[src/rtl/ifetch_queue.sv]
// ---------------------------------------------------------------------------
// ifetch_queue: instruction fetch front end with an in-order response queue.
//
// Issues word-aligned fetch requests to instruction memory, tracks requests
// that are granted but not yet answered, and writes each response together
// with its fetch address into a small circular queue.
//
// The head of the queue drives the decode-side outputs. A redirect flushes
// the queue, retargets fetch, and discards responses to requests that were
// already in flight.
//
// Ports
//   clock, reset     : clock and asynchronous active-high reset
//   imem_req         : fetch request valid
//   imem_addr        : word-aligned fetch address
//   imem_gnt         : memory accepted the request this cycle
//   imem_rvalid      : response word valid
//   imem_rdata       : response instruction word
//   redirect         : taken jump/branch; flush and refetch
//   redirect_pc      : new fetch target
//   stall            : decode holds the current instruction
//   inst_valid       : inst_word/pc are meaningful (queue non-empty)
//   inst_word        : instruction at the queue head (0 when empty)
//   pc               : address of inst_word (holds its last value when empty)
//   pc_plus_4        : pc + 4, modulo 2^32
// ---------------------------------------------------------------------------

// Flags a response that arrives while no request is outstanding.
module ifetch_queue_chk (
    input logic clock,
    input logic reset,
    input logic imem_rvalid,
    input logic no_outstanding
);

    stray_rvalid_a : assert property (@(posedge clock) disable iff (reset)
        !(imem_rvalid && no_outstanding));

endmodule

module ifetch_queue #(
    parameter logic [31:0] RESET_PC    = 32'h0000_0000,
    parameter int          DEPTH       = 4,
    parameter bit          STRAY_CHECK = 1'b1
) (
    input  logic        clock,
    input  logic        reset,
    output logic        imem_req,
    output logic [31:0] imem_addr,
    input  logic        imem_gnt,
    input  logic        imem_rvalid,
    input  logic [31:0] imem_rdata,
    input  logic        redirect,
    input  logic [31:0] redirect_pc,
    input  logic        stall,
    output logic        inst_valid,
    output logic [31:0] inst_word,
    output logic [31:0] pc,
    output logic [31:0] pc_plus_4
);

    localparam int             AW      = $clog2(DEPTH);
    localparam int             CW      = AW + 1;
    localparam logic [CW-1:0]  DEPTH_C = CW'(DEPTH);
    localparam logic [CW-1:0]  ZERO_C  = {CW{1'b0}};
    localparam logic [31:0]    ALIGN_M = 32'hFFFF_FFFC;

    // fetch_pc_r : next address to request
    // resp_pc_r  : address of the oldest live (non-discarded) outstanding request
    // last_pc_r  : last pc shown at the head, held on the outputs while empty
    logic [31:0]   fetch_pc_r;
    logic [31:0]   resp_pc_r;
    logic [31:0]   last_pc_r;
    logic [CW-1:0] live_cnt_r;
    logic [CW-1:0] drop_cnt_r;
    logic [CW-1:0] q_cnt_r;
    logic [AW-1:0] head_r;
    logic [AW-1:0] tail_r;
    logic [63:0]   mem_r [DEPTH];

    logic [CW-1:0] outstanding_s;
    logic [CW-1:0] busy_cnt_s;
    logic          grant_s;
    logic          rsp_ok_s;
    logic          drop_hit_s;
    logic          push_s;
    logic          pop_s;
    logic          inst_valid_s;
    logic [63:0]   head_entry_s;
    logic [31:0]   target_pc_s;

    // Discarded-but-pending responses still occupy memory bandwidth and
    // reserve queue space, so they count toward the request throttle.
    assign outstanding_s = live_cnt_r + drop_cnt_r;
    assign busy_cnt_s    = q_cnt_r + outstanding_s;
    assign target_pc_s   = redirect_pc & ALIGN_M;

    assign imem_req   = !reset && !redirect && (busy_cnt_s < DEPTH_C);
    assign imem_addr  = fetch_pc_r & ALIGN_M;
    assign grant_s    = imem_req && imem_gnt;

    // A response with nothing outstanding is stray and is dropped here.
    assign rsp_ok_s   = imem_rvalid && (outstanding_s != ZERO_C);
    assign drop_hit_s = rsp_ok_s && (drop_cnt_r != ZERO_C);
    assign push_s     = rsp_ok_s && (drop_cnt_r == ZERO_C) && !redirect;

    assign inst_valid_s = (q_cnt_r != ZERO_C);
    assign pop_s        = inst_valid_s && !stall && !redirect;
    assign head_entry_s = mem_r[head_r];

    assign inst_valid = inst_valid_s;
    assign inst_word  = inst_valid_s ? head_entry_s[31:0]  : 32'h0000_0000;
    assign pc         = inst_valid_s ? head_entry_s[63:32] : last_pc_r;
    assign pc_plus_4  = pc + 32'd4;

    // Fetch address, request/drop accounting and queue pointers.
    always_ff @(posedge clock or posedge reset) begin
        if (reset) begin
            fetch_pc_r <= RESET_PC;
            resp_pc_r  <= RESET_PC & ALIGN_M;
            live_cnt_r <= ZERO_C;
            drop_cnt_r <= ZERO_C;
            q_cnt_r    <= ZERO_C;
            head_r     <= {AW{1'b0}};
            tail_r     <= {AW{1'b0}};
        end else if (redirect) begin
            // Every live request becomes a drop; a response landing in this
            // same cycle retires one of them immediately.
            fetch_pc_r <= target_pc_s;
            resp_pc_r  <= target_pc_s;
            live_cnt_r <= ZERO_C;
            drop_cnt_r <= outstanding_s - CW'(rsp_ok_s);
            q_cnt_r    <= ZERO_C;
            head_r     <= {AW{1'b0}};
            tail_r     <= {AW{1'b0}};
        end else begin
            if (grant_s) begin
                fetch_pc_r <= fetch_pc_r + 32'd4;
            end
            if (push_s) begin
                resp_pc_r <= resp_pc_r + 32'd4;
                tail_r    <= tail_r + {{(AW-1){1'b0}}, 1'b1};
            end
            if (pop_s) begin
                head_r <= head_r + {{(AW-1){1'b0}}, 1'b1};
            end
            live_cnt_r <= live_cnt_r + CW'(grant_s) - CW'(push_s);
            drop_cnt_r <= drop_cnt_r - CW'(drop_hit_s);
            q_cnt_r    <= q_cnt_r + CW'(push_s) - CW'(pop_s);
        end
    end

    // Remember the pc on display so it stays visible once the queue drains.
    always_ff @(posedge clock or posedge reset) begin
        if (reset) begin
            last_pc_r <= RESET_PC;
        end else if (inst_valid_s) begin
            last_pc_r <= head_entry_s[63:32];
        end
    end

    // Queue storage; contents are only observed while the entry is counted.
    always_ff @(posedge clock) begin
        if (push_s) begin
            mem_r[tail_r] <= {resp_pc_r, imem_rdata};
        end
    end

    generate
        if (STRAY_CHECK) begin : g_chk
            ifetch_queue_chk u_chk (
                .clock          (clock),
                .reset          (reset),
                .imem_rvalid    (imem_rvalid),
                .no_outstanding (outstanding_s == ZERO_C)
            );
        end
    endgenerate

endmodule
[config.mk]
export PLATFORM = sky130hd
export DESIGN_NAME = ifetch_queue
export DESIGN_NICKNAME = d
export VERILOG_FILES = /design/src/rtl/ifetch_queue.sv
export SDC_FILE = /design/constraint.sdc
export NUM_CORES = 1
export LEC_CHECK = 0
export CORE_MARGIN = 8
export CORE_UTILIZATION = 35
export CTS_CLUSTER_SIZE = 16
export DETAILED_ROUTE_END_ITERATION = 6
export GPL_ROUTABILITY_DRIVEN = 0
export HOLD_SLACK_MARGIN = 0.03
export PLACE_DENSITY = 0.53
export SETUP_SLACK_MARGIN = 0.3
export SYNTH_ARGS = -nofsm -noshare
export SYNTH_HDL_FRONTEND = slang
export SYNTH_HIERARCHICAL = 1
export SYNTH_SLANG_ARGS = --single-unit
export TNS_END_PERCENT = 1
[constraint.sdc]
create_clock -name clock -period 5.8 [get_ports clock]
set_clock_uncertainty 0.1 [all_clocks]
set_input_delay 0.58 -clock clock [delete_from_list [all_inputs] [get_ports clock]]
set_output_delay 0.58 -clock clock [all_outputs]
set_load 0.02 [all_outputs]
[Yosys cells after proc, flatten, opt, wreduce, memory -nomap -nowiden]
Memory sizes are Yosys's and may differ from the RTL's.
Cells that the tools add are included.
Cells by class
  equality and inequality tests: 0
  add/subtract/negate cells: 13
  multiplexer cells: 15
  $mul: 0
  reduce and logical (&&, ||, !) cells: 19
  divide/modulo/power cells: 0
  bitwise logic cells: 0
  shift operators: 0
  $lt $le $gt $ge: 1
Operators with widths (number)
  2-to-1 mux 32 bit: 6
  adder 32 x 3 -> 32 bit (second input constant): 3
  subtractor 3 x 1 -> 3 bit: 4
  logical AND 1 bit: 9
  2-to-1 mux 3 bit: 3
  nonzero test 3 bit: 3
  2-to-1 mux 2 bit: 4
  adder 3 x 1 -> 3 bit: 2
  adder 3 bit: 2
  nonzero test 2 bit: 3
  adder 2 x 1 -> 2 bit (second input constant): 2
  zero test 1 bit: 3
  zero test 3 bit: 1
  less-than comparator 3 bit (second input constant): 1
  2-to-1 mux 1 bit: 2
Word-level totals
  bits in read-only memories: 0
  register bits: 109
  latch bits: 0
  output and inout bits: 130
  memories: 1
  memory bits (writable): 256
Memories
  mem_r: depth 4, bits a word 64, read ports 1, clocked after Yosys merged registers in 0, write ports 1, RTL line 79  | logic [63:0] mem_r [DEPTH];

[Depth between registers and ports, before layout]
Gate-level depths: netlist of run 1.
  word-level depth: 8
  depth in mapped cells: 16
  gate-level depth less buffers: 15

[Worst setup path before layout of run 1]
No wires, ideal clock.
  kind: input port to flip-flop
  from: in reset
  to: reg live_cnt_r[2]
  slack: 0.826 ns
  stages: 12
  arrival time: 4.742 ns
  buffers on the path: 2
  data required time: 5.568 ns
  path through: inv_1 -> and3_1 -> clkbuf_1 -> nand2_1 -> clkbuf_1 -> ha_1 -> inv_1 -> ha_1 -> inv_1 -> fa_1 -> xnor2_1 -> nor2_1
On the way
  longest elaborated chain between the ends: 7
Ends and longest elaborated chain
  from (decl): RTL line 47  | input logic reset,
  zero test 1 bit (no source line)
  logical AND 1 bit (2 in series): RTL line 98  | assign imem_req = !reset && !redirect && (busy_cnt_s < DEPTH_C);
  logical AND 1 bit: RTL line 100  | assign grant_s = imem_req && imem_gnt;
  adder 3 x 1 -> 3 bit: RTL line 147  | live_cnt_r <= live_cnt_r + CW'(grant_s) - CW'(push_s);
  subtractor 3 x 1 -> 3 bit: RTL line 147
  2-to-1 mux 3 bit: RTL line 126  | end else if (redirect) begin
  to (signal assigned): RTL line 147
  to (decl): RTL line 74  | logic [CW-1:0] live_cnt_r;
Every way passes these cells.
A chain may end at the register's enable or synchronous reset.

[Final worst setup path of run 1]
  from: reg head_r[1]
  to: out pc_plus_4[31]
On the way
  longest elaborated chain between the ends: 3
Ends and longest elaborated chain
  from (decl): RTL line 77  | logic [AW-1:0] head_r;
  from (signal assigned): RTL line 124  | head_r <= {AW{1'b0}};
  from (signal assigned): RTL line 134  | head_r <= {AW{1'b0}};
  from (signal assigned): RTL line 145  | head_r <= head_r + {{(AW-1){1'b0}}, 1'b1};
  memory (4 x 64 bit)
  2-to-1 mux 32 bit
  adder 32 x 3 -> 32 bit: RTL line 114  | assign pc_plus_4 = pc + 32'd4;
  to (decl): RTL line 59  | output logic [31:0] pc_plus_4
Every way passes these cells.

==> flow_metrics.tcl, run 1 <==
set metrics [dict create \
    regToRegEndpoint "live_cnt_r[2]$_DFF_PP0_" \
    post_route_cells_drive_above_1_share_pct 13.6 \
    crit_path_cell_trace "buf_4 -> mux4_2 -> nand4_1 -> a222oi_1 -> nand4_2 -> nor4_2 -> xor2_1 -> clkdlybuf4s50_1" \
    ctsRootBufferMaster "clkbuf_16" \
    power.internal_w 0.00589 \
    asyncSetResetFlopFracSynth_pct 29.7 \
    avgSynthCellArea_um2 15.1 \
    grt_pass1_wl_mm 56.9 \
    detail_route.vias_per_cell 4.88 \
    place_area_um2 18000 \
    ctsResizeCount 0 \
    clockBufferDepth 3 \
    final_area_um2 19200 \
    io_buffer_count 195 \
    outcome "completed" \
    synth_top_cell_by_area "edfxtp_1" \
    maxCapViolCount 0 \
    floorplan.initialDensity_pct 35.6 \
    grt_start_max_net_pins 67 \
    worstSkewPairLatency_ns 0.54 \
    final_nets 1316 \
    io_pins 200 \
    power-per-cell-area_nw_per_um2 474 \
    setup_repair_bufs_after_cts 0 \
    detailroute.via_count 9003 \
    totalNegativeSetupSlack_ns 0 \
    cts.sinks 353 \
    clk_pin_slew_ns 0.06 \
    slew-limit-headroom_pct 31.3 \
    crit_required_ns 5.12 \
    cts_hold_repair.buffers 0 \
    cts_htree_levels 2 \
    swShare_pct 35.3 \
    nFillCells 3913 \
    wirelength_routed_mm 36.6 \
    synth_area_leaders "edfxtp_1, dfrtp_1, mux4_2, nand2_1, xor2_1" \
    areaGrowthSynthToFinish_pct 25.0 \
    worstPathArrival_ns 4.23 \
    switching_power_w 0.00322 \
    die_area_um2 50900 \
    average_routed_wire_per_standard_cell_um 19.9 \
    antenna_violating_nets_post_route 0 \
    clockPowerShare_pct 26.7 \
    cpLargestDelayFamily "buffers and inverters" \
    timing.hold.worst.class "in2async" \
    crit_start "head_r[1]$_DFFE_PP0P_" \
    finalCritPeriodShare_pct 84.7 \
    critical_path.endpoint "pc_plus_4[31]" \
    grt_pass1_vias 9568 \
    cp.buffers_inverters 2 \
    finalHoldWorstSlack_ns 0.359 \
    slowest_delay_ns 0.65 \
    grt.overflow.total 0 \
    final_cell_mix "edfxtp_1, clkdlybuf4s50_1, nand2_1" \
    startpoint_type "flop" \
    groute.usage.overall_pct 14.3 \
    grt_setup_unrepaired "false" \
    half_perimeter_wire_length_of_the_detailed_placement_result_mm 24.1 \
    most_common_cell_after_layout_fill_and_taps_aside "edfxtp_1" \
    critical_path_depth 8 \
    core_region_area_um2 43200 \
    cts_tree "yes" \
    worstSetupPathType "reg2out" \
    post-synth-top-area-fraction_pct 48.5 \
    period_needed_ns 4.91 \
    firstDrtPassIters 4 \
    finalSetupViolations 0 \
    hold_viol 0 \
    crit_path_top_delay_cell "a222oi_1" \
    utilization_pct 44.5 \
    timing.reg2reg.worst_path_depth 15 \
    post_synthesis_instance_area_um2 15400 \
    power.total_w 0.00911 \
    vdd_drop_max_mv 0.322 \
    synth_edf_count 248 \
    synth.yosys.warnings 6 \
    cts_made_buffers 40 \
    leakage_nw 6.79 \
    horiz_die_dim_um 226 \
    ffs_latches_synth 353 \
    dr.first_iter.drc_count 612 \
    chipHeight_um 226 \
    route.detailed.drc 0 \
    ys_seq_area_share_pct 65.6 \
    row_count 76 \
    synthesis.instances 1020 \
    reg2reg_setup_slack_ns 1.87 \
    antenna_found_initial 0 \
    p_seq_share_pct 34.4 \
    synth-main-ff-cell "edfxtp_1" \
    regToRegStartpoint "drop_cnt_r[0]$_DFF_PP0_" \
    report.final.slew_viol_count 0 \
    synth.lib_cells_used.distinct 57 \
    cp-end-kind "primary output" \
    crit_fanout 32 \
    timing_worst_slew_pin_value_ns 1.03 \
    max_freq_mhz 203 \
    p_comb_share_pct 39.0 \
]
[Yosys cell counts (all sizes together) (4+ instances only)]
master	count
a21boi	15
a21oi	10
and2	37
and3	17
and4	9
buf	21
clkbuf	22
dfrtp	105
edfxtp	248
ha	16
inv	30
mux2	26
mux2i	9
mux4	62
nand2	121
nand2b	11
nand3	41
nand4	26
nor2	36
nor3	14
nor4	6
o21a	4
o21ai	11
o311ai	5
xnor2	42
xor2	48
[cell families after synthesis]
group / Yosys count / share of synthesized area, %
flip-flops: 353 / 65.6
AND/OR/NAND/NOR: 325 / 10.7
multiplexers: 97 / 11.7
XOR/XNOR: 92 / 5.43
buffers and inverters: 73 / 2.17
AO/OA/AOI/OAI: 60 / 2.74
adder cells (fa/ha/maj): 19 / 1.69
other: 1 / 0.0244
[stage by stage]
stage | std cells | setup WS [ns]
6_report | 1844 | 0.885
5_1_grt | 1843 | 0.540
4_1_cts | 1843 | 0.748
3_5_place_dp | 1770 | 1.35
3_3_place_gp | 1770 | 1.34
2_1_floorplan | 1021 | 0.826
[per-layer routing]
layer,track usage (%),up-vias,wire [um]
met2,22.8,220,16600
li1,-,4209,-
met4,3.73,0,668
met3,3.42,48,2280
met1,19.6,4526,17100
met5,0,-,0
[worst min path at each step]
stage / slack (ns) / depth (start not counted) / endpoint
floorplan: 0.40 / 0 / mem_r[0][63]$_DFFE_PP_
global placement: 0.41 / 2 / last_pc_r[31]$_DFF_PP0_
detailed placement: 0.41 / 2 / last_pc_r[3]$_DFF_PP0_
CTS: 0.36 / 2 / fetch_pc_r[11]$_DFFE_PP0P_
global route: 0.40 / 2 / fetch_pc_r[11]$_DFFE_PP0P_
finish: 0.36 / 2 / fetch_pc_r[11]$_DFFE_PP0P_
[power groups by stage]
stage	clock network, W	registers, W	logic (W)
4_1_cts	0.00251	0.00313	0.00361
3_5_place_dp	0	0.00318	0.00360
5_1_grt	0.00259	0.00317	0.00382
2_1_floorplan	0	0.00313	0.00204
3_3_place_gp	0	0.00317	0.00359
6_report	0.00243	0.00313	0.00355
[layout make-up]
type | instances | area [um^2] | share of cell area, %
diodes | 1 | 2.50 | 0.0130
clock buffers | 58 | 1080 | 5.62
clock inverters | 15 | 166 | 0.867
inverters | 30 | 115 | 0.600
multi-input cells | 595 | 4980 | 26.0
flip-flops and latches | 353 | 10100 | 52.5
well taps | 585 | 732 | 3.81
repair buffers | 207 | 2040 | 10.6
[registers in the layout (all words and copies together), names as in the netlist]
| register | flops |
|---|---|
| mem_r | 248 |
| last_pc_r | 32 |
| fetch_pc_r | 30 |
| resp_pc_r | 30 |
| drop_cnt_r | 3 |
| live_cnt_r | 3 |
| q_cnt_r | 3 |
| head_r | 2 |
| tail_r | 2 |
[worst register-to-register path, stage by stage, from the launching register on]
cell	delay, ns
dfrtp_1	0.37
ha_1	0.15
inv_1	0.05
fa_1	0.57
inv_1	0.07
ha_1	0.27
a31oi_1	0.21
xor3_1	0.50
nand2_1	0.40
ha_1	0.31
inv_1	0.05
ha_1	0.13
inv_1	0.04
fa_1	0.37
xnor2_1	0.17
nor2_1	0.05
(Power assumes the default switching activity.)
==> run 2, diff against run 1 <==
--- a/config.mk
+++ b/config.mk
@@ -11,7 +11,7 @@
 export DETAILED_ROUTE_END_ITERATION = 6
 export GPL_ROUTABILITY_DRIVEN = 0
 export HOLD_SLACK_MARGIN = 0.03
-export PLACE_DENSITY = 0.53
+export PLACE_DENSITY = 0.55
 export SETUP_SLACK_MARGIN = 0.3
 export SYNTH_ARGS = -nofsm -noshare
 export SYNTH_HDL_FRONTEND = slang
==> constraint.sdc (replaced) <==
create_clock -name clock -period 4.5 [get_ports clock]
set_clock_uncertainty 0.1 [all_clocks]
set_input_delay 0.45 -clock clock [delete_from_list [all_inputs] [get_ports clock]]
set_output_delay 0.45 -clock clock [all_outputs]
set_load 0.02 [all_outputs]
==> flow_metrics.tcl, run 2 (synthesized netlist as in run 1, its figures left out) <==
set metrics [dict create \
    grt_pass1_wl_mm 57.6 \
    most_common_cell_after_layout_fill_and_taps_aside "edfxtp_1" \
    final_area_um2 19400 \
    detailroute.via_count 9147 \
    grt_setup_unrepaired "true" \
    post_route_cells_drive_above_1_share_pct 14.8 \
    maxCapViolCount 0 \
    io_pins 200 \
    switching_power_w 0.00419 \
    startpoint_type "flop" \
    regToRegStartpoint "drop_cnt_r[0]$_DFF_PP0_" \
    largest_register_ff_count 248 \
    grt.overflow.total 0 \
    outcome "completed" \
    leakage_nw 6.91 \
    cts_tree "yes" \
    final_nets 1327 \
    nFillCells 3905 \
    clockPowerShare_pct 25.7 \
    groute.usage.overall_pct 14.5 \
    row_count 76 \
    p_comb_share_pct 40.4 \
    hold_viol 0 \
    crit_path_top_delay_cell "clkdlybuf4s50_1" \
    max_freq_mhz 236 \
    power.internal_w 0.00762 \
    crit_path_cell_trace "buf_4 -> mux4_2 -> nand4_1 -> a222oi_1 -> buf_4 -> and2_1 -> nand2_1 -> xnor2_1 -> clkdlybuf4s50_1" \
    place_area_um2 18100 \
    registers_with_the_most_flip_flops "mem_r: 248 flops, last_pc_r: 32 flops" \
    setup_repair_bufs_after_cts 0 \
    diodes 0 \
    critPathMostFrequentCell "buf_4" \
    antenna_violating_nets_post_route 0 \
    power.total_w 0.0118 \
    period_needed_ns 4.24 \
    cp.buffers_inverters 3 \
    slowest_delay_ns 0.67 \
    timing_worst_slew_pin_value_ns 0.841 \
    ctsRootBufferMaster "clkbuf_16" \
    floorplan.initialDensity_pct 35.6 \
    route.detailed.drc 0 \
    die_area_um2 50900 \
    final_cell_mix "edfxtp_1, clkdlybuf4s50_1, nand2_1" \
    finalSetupViolations 0 \
    half_perimeter_wire_length_of_the_detailed_placement_result_mm 24.5 \
    chipHeight_um 226 \
    report.final.slew_viol_count 0 \
    areaGrowthSynthToFinish_pct 26.1 \
    clockBufferDepth 3 \
    average_routed_wire_per_standard_cell_um 20.1 \
    worstSkewPairLatency_ns 0.53 \
    io_buffer_count 195 \
    cts_made_buffers 40 \
    registers.top_by_ff_count "mem_r" \
    vdd_drop_max_mv 0.302 \
    worstPathArrival_ns 3.69 \
    slew-limit-headroom_pct 43.9 \
    dr.first_iter.drc_count 566 \
    wirelength_routed_mm 37.2 \
    totalNegativeSetupSlack_ns 0 \
    crit_start "head_r[0]$_DFFE_PP0P_" \
    cts.sinks 353 \
    crit_fanout 15 \
    crit_required_ns 3.95 \
    p_seq_share_pct 33.9 \
    horiz_die_dim_um 226 \
    clk_pin_slew_ns 0.06 \
    grt_pass1_vias 9630 \
    swShare_pct 35.5 \
    cp-end-kind "primary output" \
    cpLargestDelayFamily "buffers and inverters" \
    timing.hold.worst.class "reg2reg" \
    firstDrtPassIters 7 \
    antenna_found_initial 0 \
    worstSetupPathType "reg2out" \
    detail_route.vias_per_cell 4.94 \
    cts_htree_levels 2 \
    power-per-cell-area_nw_per_um2 609 \
    core_region_area_um2 43200 \
    finalCritPeriodShare_pct 94.2 \
    min-delay-start "last_pc_r[31]$_DFF_PP0_" \
    grt_start_max_net_pins 63 \
]
-- run 2: final cells by class --
cell class	instances	area [um^2]	share of cell area [%]
multi-input cells	595	5010	25.8
well taps	585	732	3.78
clock buffers	48	1080	5.59
clock inverters	23	143	0.736
repair buffers	218	2220	11.5
inverters	30	116	0.600
flip-flops and latches	353	10100	52.0
-- run 2: layer usage --
metal / vias up / global-route usage (%) / part of all wire (%)
met5: - / 0 / 0
met1: 4631 / 20.6 / 47
met4: 0 / 3.42 / 1.5
li1: 4237 / - / -
met3: 41 / 2.99 / 5.7
met2: 238 / 22.7 / 45
-- run 2: repair_timing --
item                       CTS  global route
setup endpoints to repair   21            21
hold buffers                 0             0
gates cloned                 1             0
gates resized for setup      9             2
-- run 2: path summary, 6_finish.rpt --
kind | endpoint | slack, ns | depth (start not counted)
worst max-delay path | pc_plus_4[15] | 0.26 | 9
worst min-delay path | last_pc_r[31]$_DFF_PP0_ | 0.41 | 2
worst max register to register | live_cnt_r[2]$_DFF_PP0_ | 0.84 | 15
worst min register to register | last_pc_r[31]$_DFF_PP0_ | 0.41 | 2
max in group asynchronous | resp_pc_r[10]$_DFFE_PP0N_ | 2.52 | 4
min in group asynchronous | fetch_pc_r[22]$_DFFE_PP0P_ | 0.47 | 3
-- run 2: power by group through the flow --
stage | sequential [W] | clock [W] | combinational (W)
after detailed placement | 0.00406 | 0 | 0.00475
after floorplan | 0.00403 | 0 | 0.00263
final | 0.00400 | 0.00303 | 0.00477
after global placement | 0.00406 | 0 | 0.00473
after global routing | 0.00404 | 0.00325 | 0.00513
after CTS | 0.00400 | 0.00312 | 0.00486
-- run 2: metrics by stage --
stage	hold slack [ns]	utilization, %	cells	setup slack [ns]
after floorplan	0.395	-	1021	0.308
after global placement	0.399	41.8	1780	0.531
after detailed placement	0.409	41.8	1780	0.518
after CTS	0.423	44.9	1852	0.201
after global routing	0.445	44.9	1852	0.0632
final	0.414	44.9	1852	0.261
-- run 2: worst reg2reg max path, delay by kind of cell, from the launching register on --
kind            cells  cell delay (ns)
compound gates      1             0.21
xor+xnor            2             0.66
simple gates        2             0.20
fa+ha+maj           6             1.79
flops               1             0.37
buf+inv             4             0.23
